### config.mk
export PLATFORM = sky130hd
export DESIGN_NAME = acc_core
export DESIGN_NICKNAME = d
export VERILOG_FILES = /design/src/rtl/acc_core.sv
export SDC_FILE = /design/constraint.sdc
export NUM_CORES = 1
export LEC_CHECK = 0
export BUFFER_PORTS_ARGS = -buffer_cell sky130_fd_sc_hd__buf_2
export CAP_MARGIN = 15
export CORE_MARGIN = 8
export CORE_UTILIZATION = 50
export CTS_CLUSTER_SIZE = 28
export DETAILED_ROUTE_END_ITERATION = 10
export PLACE_DENSITY = 0.81
export SKIP_LAST_GASP = 1
export SLEW_MARGIN = 25
export SYNTH_ARGS = -nofsm -noshare
export SYNTH_HDL_FRONTEND = slang
export SYNTH_SLANG_ARGS = --single-unit
### constraint.sdc
create_clock -name clk_i -period 3.99 [get_ports clk_i]
set_clock_uncertainty 0.05 [all_clocks]
set_input_delay 0.399 -clock clk_i [delete_from_list [all_inputs] [get_ports clk_i]]
set_output_delay 0.399 -clock clk_i [all_outputs]
set_load 0.05 [all_outputs]
### src/rtl/acc_core.sv
// acc_core: multi-cycle accumulator CPU (FETCH/DECODE/EXEC/MEMRD/IOWAIT/HALT).
// Define ACC_CORE_INSTRET_EN to add the 32-bit retired-instruction counter port instret_o.
module acc_core #(
    parameter int DATA_W = 8,
    parameter int ADDR_W = 12
) (
    input  logic                clk_i,
    input  logic                rst_ni,
    output logic [ADDR_W-1:0]   ins_addr_o,
    input  logic [ADDR_W+3:0]   ins_data_i,
    output logic [ADDR_W-1:0]   mem_addr_o,
    output logic                mem_re_o,
    output logic                mem_we_o,
    output logic [DATA_W-1:0]   mem_wdata_o,
    input  logic [DATA_W-1:0]   mem_rdata_i,
    input  logic [DATA_W-1:0]   inp_data_i,
    input  logic                inp_valid_i,
    output logic                inp_ready_o,
    output logic [DATA_W-1:0]   out_data_o,
    output logic                out_valid_o,
    input  logic                out_ready_i,
    output logic [ADDR_W-1:0]   pc_o,
    output logic [DATA_W-1:0]   acc_o,
    output logic [1:0]          flags_o,
    output logic                halted_o
`ifdef ACC_CORE_INSTRET_EN
    ,
    output logic [31:0]         instret_o
`endif
);

    localparam int IW = ADDR_W + 4;

    typedef enum logic [2:0] {
        S_FETCH,
        S_DECODE,
        S_EXEC,
        S_MEMRD,
        S_IOWAIT,
        S_HALT
    } state_t;

    typedef enum logic [3:0] {
        OP_NOP  = 4'h0,
        OP_LDI  = 4'h1,
        OP_LD   = 4'h2,
        OP_ST   = 4'h3,
        OP_ADD  = 4'h4,
        OP_SUB  = 4'h5,
        OP_AND  = 4'h6,
        OP_OR   = 4'h7,
        OP_XOR  = 4'h8,
        OP_ADDI = 4'h9,
        OP_JMP  = 4'hA,
        OP_JZ   = 4'hB,
        OP_JC   = 4'hC,
        OP_IN   = 4'hD,
        OP_OUT  = 4'hE,
        OP_HLT  = 4'hF
    } opcode_t;

    state_t              r_state;
    state_t              w_state_nxt;
    logic [IW-1:0]       r_ir;
    logic [ADDR_W-1:0]   r_pc;
    logic [DATA_W-1:0]   r_acc;
    logic                r_c;
    logic                r_z;

    opcode_t             w_op;
    logic [ADDR_W-1:0]   w_operand;
    logic [DATA_W-1:0]   w_imm;
    logic [DATA_W-1:0]   w_b;
    logic                w_mem_op;
    logic                w_in_fire;
    logic                w_out_fire;

    logic [DATA_W:0]     w_sum;
    logic [DATA_W-1:0]   w_alu_res;
    logic                w_alu_c;
    logic                w_alu_z;

    assign w_op      = opcode_t'(r_ir[IW-1 -: 4]);
    assign w_operand = r_ir[ADDR_W-1:0];
    assign w_imm     = w_operand[DATA_W-1:0];
    // Only ADDI takes its second operand from the instruction; the rest use the memory read data.
    assign w_b       = (w_op == OP_ADDI) ? w_imm : mem_rdata_i;
    assign w_mem_op  = (w_op == OP_LD)  || (w_op == OP_ADD) || (w_op == OP_SUB) ||
                       (w_op == OP_AND) || (w_op == OP_OR)  || (w_op == OP_XOR);

    // Strobes decode purely from state and ir, so an asynchronous reset drops them at once.
    assign ins_addr_o  = r_pc;
    assign mem_addr_o  = w_operand;
    assign mem_wdata_o = r_acc;
    assign mem_re_o    = (r_state == S_EXEC) && w_mem_op;
    assign mem_we_o    = (r_state == S_EXEC) && (w_op == OP_ST);
    assign inp_ready_o = (r_state == S_IOWAIT) && (w_op == OP_IN);
    assign out_valid_o = (r_state == S_IOWAIT) && (w_op == OP_OUT);
    assign out_data_o  = r_acc;
    assign pc_o        = r_pc;
    assign acc_o       = r_acc;
    assign flags_o     = {r_c, r_z};
    assign halted_o    = (r_state == S_HALT);

    assign w_in_fire   = inp_valid_i && inp_ready_o;
    assign w_out_fire  = out_valid_o && out_ready_i;

    always_comb begin
        // NOTE: every variable gets a default before the case, so no path can infer a latch.
        w_sum     = '0;
        w_alu_res = r_acc;
        w_alu_c   = r_c;
        case (w_op)
            OP_LD: begin
                w_alu_res = w_b;
            end
            OP_ADD, OP_ADDI: begin
                w_sum     = {1'b0, r_acc} + {1'b0, w_b};
                w_alu_res = w_sum[DATA_W-1:0];
                w_alu_c   = w_sum[DATA_W];
            end
            OP_SUB: begin
                w_alu_res = r_acc - w_b;
                w_alu_c   = (r_acc >= w_b);
            end
            OP_AND: begin
                w_alu_res = r_acc & w_b;
                w_alu_c   = 1'b0;
            end
            OP_OR: begin
                w_alu_res = r_acc | w_b;
                w_alu_c   = 1'b0;
            end
            OP_XOR: begin
                w_alu_res = r_acc ^ w_b;
                w_alu_c   = 1'b0;
            end
            default: ;
        endcase
        w_alu_z = (w_alu_res == '0);
    end

    always_comb begin
        w_state_nxt = r_state;
        case (r_state)
            S_FETCH:  w_state_nxt = S_DECODE;
            S_DECODE: w_state_nxt = S_EXEC;
            S_EXEC: begin
                if (w_mem_op) begin
                    w_state_nxt = S_MEMRD;
                end else if ((w_op == OP_IN) || (w_op == OP_OUT)) begin
                    w_state_nxt = S_IOWAIT;
                end else if (w_op == OP_HLT) begin
                    w_state_nxt = S_HALT;
                end else begin
                    w_state_nxt = S_FETCH;
                end
            end
            S_MEMRD:  w_state_nxt = S_FETCH;
            S_IOWAIT: begin
                if (w_in_fire || w_out_fire) begin
                    w_state_nxt = S_FETCH;
                end
            end
            S_HALT:   w_state_nxt = S_HALT;
            default:  w_state_nxt = S_FETCH;
        endcase
    end

    // NOTE: state registers use non-blocking assignments so every flop samples pre-edge values.
    always_ff @(posedge clk_i or negedge rst_ni) begin
        if (!rst_ni) begin
            r_state <= S_FETCH;
            r_ir    <= '0;
            r_pc    <= '0;
            r_acc   <= '0;
            r_c     <= 1'b0;
            r_z     <= 1'b0;
        end else begin
            r_state <= w_state_nxt;
            case (r_state)
                S_DECODE: begin
                    r_ir <= ins_data_i;
                    r_pc <= r_pc + ADDR_W'(1);
                end
                S_EXEC: begin
                    case (w_op)
                        OP_LDI: r_acc <= w_imm;
                        OP_ADDI: begin
                            r_acc <= w_alu_res;
                            r_c   <= w_alu_c;
                            r_z   <= w_alu_z;
                        end
                        OP_JMP: r_pc <= w_operand;
                        OP_JZ: begin
                            if (r_z) r_pc <= w_operand;
                        end
                        OP_JC: begin
                            if (r_c) r_pc <= w_operand;
                        end
                        default: ;
                    endcase
                end
                S_MEMRD: begin
                    r_acc <= w_alu_res;
                    if (w_op != OP_LD) begin
                        r_c <= w_alu_c;
                        r_z <= w_alu_z;
                    end
                end
                S_IOWAIT: begin
                    if (w_in_fire) r_acc <= inp_data_i;
                end
                default: ;
            endcase
        end
    end

`ifdef ACC_CORE_INSTRET_EN
    logic        w_retire;
    logic [31:0] r_instret;

    // An instruction retires when it leaves a completing state for FETCH or HALT.
    assign w_retire = ((r_state == S_EXEC) || (r_state == S_MEMRD) || (r_state == S_IOWAIT)) &&
                      ((w_state_nxt == S_FETCH) || (w_state_nxt == S_HALT));

    always_ff @(posedge clk_i or negedge rst_ni) begin
        if (!rst_ni) begin
            r_instret <= '0;
        end else if (w_retire) begin
            r_instret <= r_instret + 32'd1;
        end
    end

    assign instret_o = r_instret;
`endif

endmodule
# Yosys cells after proc, flatten, opt, wreduce, memory -nomap -nowiden
# Cells that the tools add are included.
[totals]
ff_bits = 41
input_bits = 36
output_inout_bits = 67
elab_cells = 86
[op_classes]
addsub = 3
n_lt_le_gt_ge = 1
eq_ne = 29
mux = 21
bitwise = 3
reduce_logical = 23
[op_table]
columns = ["operator", "count"]
rows = [
  ["8-bit case mux with 6 select lines", 1],
  ["12-bit case mux with 3 select lines", 1],
  ["4-bit equality test (second input constant)", 8],
  ["12-bit two-way mux", 2],
  ["12-bit case mux with 2 select lines", 1],
  ["8-bit case mux with 3 select lines", 1],
  ["4-bit by 3-bit equality test with 1-bit output (second input constant)", 4],
  ["8-bit two-way mux", 2],
  ["8-bit case mux with 2 select lines", 1],
  ["3-bit case mux with 5 select lines", 1],
  ["12-bit by 1-bit adder with 12-bit output (second input constant)", 1],
  ["3-bit two-way mux", 4],
  ["8-bit by 8-bit adder with 9-bit output", 1],
  ["8-bit AND", 1],
  ["4-bit by 2-bit equality test with 1-bit output (second input constant)", 2],
  ["8-bit >= comparator", 1],
  ["8-bit zero test", 1],
  ["8-bit bitwise OR", 1],
  ["8-bit subtractor", 1],
  ["8-bit XOR", 1],
  ["1-bit logical OR", 7],
  ["3-bit by 2-bit equality test with 1-bit output (second input constant)", 2],
  ["3-bit equality test (second input constant)", 2],
  ["1-bit logical AND", 6],
  ["18 further kinds", 27],
]

# Longest topological paths before layout
[depth]
depth_word = 8
depth_mapped = 16
depth_no_buf = 13

# Least setup slack after synthesis
# OpenSTA, ideal clock, no wires.
[synth_timing]
path_kind = "reg-to-reg"
from = "reg r_ir[13]"
to = "reg r_z"
setup_ns = 0.082
t_arrival_ns = 3.238
t_required_ns = 3.858
slack_ns = 0.620
stages_incl_launch_ff = 17
path_buffers = 3
synth_period_minus_slack_ns = 3.370
cell_sequence = "dfrtp_1 -> buf_6 -> nor4bb_1 -> buf_2 -> buf_1 -> nand2_1 -> nand2_1 -> ha_1 -> inv_1 -> fa_1 -> xnor2_1 -> a32oi_1 -> o22ai_1 -> a211oi_1 -> nand2_1 -> or4_1 -> o22ai_1"
[synth_via]
elab_chain_cells = 7
elab_cells_between_ends = 23
cone_classes = "add/sub: 2; eq/ne: 10; mux: 5; bitwise: 3; reduce/logical: 3"
[synth_rtl]
columns = ["item", "line", "source"]
rows = [
  ["from (decl)", "64", "logic [IW-1:0] r_ir;"],
  ["from (signal assigned)", "183", "r_ir <= ins_data_i;"],
  ["4-bit equality test", "n/a", ""],
  ["8-bit two-way mux", "87", "assign w_b = (w_op == OP_ADDI) ? w_imm : mem_rdata_i;"],
  ["8-bit subtractor, or another cell as far along", "123", "w_alu_res = r_acc - w_b;"],
  ["8-bit case mux with 6 select lines", "113", "case (w_op)"],
  ["8-bit zero test", "140", "w_alu_z = (w_alu_res == '0);"],
  ["1-bit two-way mux, on equally long branches", "206, 187", ""],
  ["1-bit case mux with 2 select lines", "181", "case (r_state)"],
  ["to (signal assigned)", "192", "r_z <= w_alu_z;"],
  ["to (signal assigned)", "208", "r_z <= w_alu_z;"],
  ["to (decl)", "68", "logic r_z;"],
]
# Several ways; a longest one is shown, not always the timed one. The select of a mux whose other input is x is not followed.
# A chain may end at the register's enable or synchronous reset.

# Worst setup path after layout
# Ends and elaborated chain as after synthesis.

==> summary.md <==
| Metric | Value |
|---|---|
| Clk sink count | 41 |
| Vias | 4300 |
| IR drop worst, VDD | 0.0002307 V |
| Buf+Inv Stages, Crit Path | 2 |
| Top Usage Layer GRT | met2 |
| P&R area growth vs syn | 9.542% |
| Clock Path Buffers | 2 |
| Root buffer selected by CTS | clkbuf_8 |
| Postcts setup bufs | 0 |
| Row cnt | 33 |
| Max-cap violations | 0 |
| H-tree Lvls | 2 |
| Placed Instances | 681 |
| Wire per inst | 19.71 um |
| Met2 track demand over resource | 0.3836 |
| Yosys cell types | 69 |
| Rel. slew slack | 0.3649 |
| # diodes | 0 |
| Num CTS Buffers | 5 |
| Die Y | 108.0 um |
| Final setup violating endpoints | 0 |
| Final Hold Fails | 0 |
| Syn Inst Count | 540 |
| RSZ-0062 raised after global routing | no |
| Max Slew Vio Count | 0 |
| Final worst path period need | 3.718 ns |
| Worst setup startpoint | r_ir[13]$_DFFE_PN0P_ |
| First-pass GRT wire length | 22000 um |
| I/O pin cnt | 103 |
| PortBufs | 102 |
| GRT overflow | 0 |
| Router iterations before antenna repair | 5 |
| CP max stage cell | dfrtp_1 |
| Post-synth EDFFs | 0 |
| Tightest Pin Transition | 0.9393 ns |
| Critical path, cell by cell | nor4bb_2 > buf_4 > nand2_1 > nand2_1 > inv_1 > fa_1 > xnor2_1 > a32oi_1 > o22ai_1 > a211oi_1 > nand2_1 > or4_1 > o22ai_1 |
| Fmax | 0.2690 GHz |
| Avg Inst Size Synth | 7.843 um^2 |
| Drt initial violations | 401 |
| Vias per inst | 6.223 |
| Met1 Track Usage GR | 0.3002 |
| Cell mode on critical path | nand2_1 |
| Crit path capture type | flip-flop |
| Post-layout net count | 648 |
| DPL Wire Length | 10520 um |
| Asr flop ratio synth | 1.000 |
| DIE AREA | 0.01167 mm^2 |
| Dominant synthesized flop cell | dfrtp_1 |
| FF+latch count, synth | 41 |
| Final Non-Filler Cells | 691 |
| Status | finished, final reports clean |
| Seq/Total Area, Yosys | 0.2422 |
| LEAKAGE | 2.259 nW |
| Fraction of layout cells with a size suffix above 1 | 0.2543 |
| Final Util | 0.5646 |
| Post-DRT Antenna Nets | 0 |
| Initial antenna violation count | 1 |
| Period utilization | 0.9317 |
| Starting Density | 0.5155 |
| Pin count of the biggest net entering global routing | 42 |
| Die Wd | 108.0 um |
| Power density over the cells | 191.6 mW/mm^2 |
| Delay of the slowest critical-path stage | 0.56 ns |
| HP Start | ins_data_i[14] |
| CP top delay family | simple AND/OR/NAND/NOR gates |
| Critical Path AT | 3.88 ns |
| Worst Path Max Fanout | 16 |
| Setup TNS | 0 ns |
| Gr usage total | 0.2315 |
| Reg-to-Reg Start | r_ir[13]$_DFFE_PN0P_ |
| DRC | 0 |
| Synthesized Nets | 603 |
| Number of global-route vias before repair | 4269 |
| Kind of critical path | reg2reg |
| Met3 Track Usage GR | 0.03867 |
| Synth top area share | 0.2422 |
| Worst path required time | 4.15 ns |
| Ys Warns | 0 |
| Worst skew pair latency | 0.30 ns |
| Min-delay worst type | in2reg |
| Cell taking the most area after synthesis | dfrtp_1 |
| CTS tree | yes |
| Area contributors post-synth | dfrtp_1 24%, buf_4 7.8%, ha_1 7.4%, nand2_1 5.1%, o21ai_0 4.6% |
| Setup crit start kind | flip-flop |
| Core area | 0.008217 mm^2 |
| Routed Wire Length | 13620 um |
| Final Wtd Congestion | 0.9638 |
| Clock transition at the registers of the reported paths | 0.09 ns |
| Syn Std Cell Area | 0.004235 mm^2 |
| Fillers | 744 |
==> registers in the layout, indices dropped and copies added, names as in the netlist <==
signal / cells
r_z: 1
r_state: 3
ins_addr_o: 12
r_ir: 16
r_c: 1
acc_o: 8
==> kinds of logic after synthesis <==
group | count (synthesis) | share of synthesized area
flip-flops | 41 | 0.2422
AO/OA/AOI/OAI | 147 | 0.2369
adder cells (fa/ha/maj) | 27 | 0.08331
buffers and inverters | 109 | 0.1415
AND/OR/NAND/NOR | 186 | 0.2225
XOR/XNOR | 7 | 0.01448
multiplexers | 23 | 0.05908
==> power by group <==
group	internal [mW]	total, mW	leakage (nW)	switching (mW)
clock network	0.204	0.354	0.0585	0.150
registers	0.415	0.415	0.542	0
logic	0.0490	0.120	1.66	0.0710
total	0.668	0.889	2.26	0.221
==> synthesized netlist by cell type (4+ instances only) <==
cell	instances
a22oi_1	5
a31oi_1	9
a211oi_1	11
xnor2_1	6
mux2_2	16
nand2b_1	10
and2_1	5
o22ai_1	5
o22a_1	5
buf_2	14
mux2i_1	7
a32oi_1	4
nor2b_1	12
nor3b_1	6
buf_4	44
and3_1	8
clkbuf_1	17
nand2_1	57
nor4_1	4
dfrtp_1	41
a21oi_1	22
o21ai_0	39
nor2_1	41
nor3_1	10
nand3_1	10
ha_1	25
inv_1	31
==> worst paths after layout <==
kind	end	slack, ns	cells past startpoint
min	r_ir[14]$_DFFE_PN0P_	0.25	3
max reg2reg	r_z$_DFFE_PN0P_	0.27	13
max in group asynchronous	r_ir[5]$_DFFE_PN0P_	2.95	3
max	r_z$_DFFE_PN0P_	0.27	13
min reg2reg	r_ir[10]$_DFFE_PN0P_	0.49	1
min in group asynchronous	r_ir[9]$_DFFE_PN0P_	0.47	2
==> tightest hold or removal path, cell delays in order <==
cell and delay, ns:
buf_2 0.07, nand2_1 0.03, o21ai_0 0.05
==> metal layers <==
metal | vias up | share of wire
li1 | 1975 | -
met1 | 2075 | 0.43
met2 | 224 | 0.48
met3 | 24 | 0.070
met4 | 2 | 0.015
met5 | - | 0.00095
==> per-stage QoR <==
stage | total power, mW | worst slack, ns | hold WS, ns | cell area [um^2]
3_5_place_dp | 0.5371 | 0.3740 | 0.4649 | 4491
5_1_grt | 0.9194 | 0.03797 | 0.2614 | 4639
6_report | 0.8889 | 0.2725 | 0.2464 | 4639
3_3_place_gp | 0.5380 | 0.4022 | 0.4606 | 4491
2_1_floorplan | 0.4898 | 0.6198 | 0.05341 | 4235
4_1_cts | 0.8893 | 0.3409 | 0.2189 | 4607
==> layout make-up <==
class,count,area [um^2],share of cell area
inverters,31,116.4,0.02508
repair buffers,116,630.6,0.1359
multi-input cells,390,2619,0.5645
flip-flops and latches,41,1026,0.2211
well taps,105,131.4,0.02832
clock buffers,7,86.33,0.01861
clock inverters,1,30.03,0.006472
==> repair_timing <==
action                                 CTS  global route
setup endpoints to repair                0             2
endpoints found under the hold margin    0            12
gates resized for setup                  0             1
hold buffers                             0             1
==> cell usage in the layout (no fill, tap or decap), types with 11 or more instances in the layout <==
cell,instances
nor2b_1,12
o21ai_0,39
buf_4,12
dfrtp_1,41
nor2_1,41
mux2_2,16
nand2_1,57
a211oi_1,11
inv_1,31
a21oi_1,22
ha_1,24
buf_2,102
(Power assumes the default switching activity.)
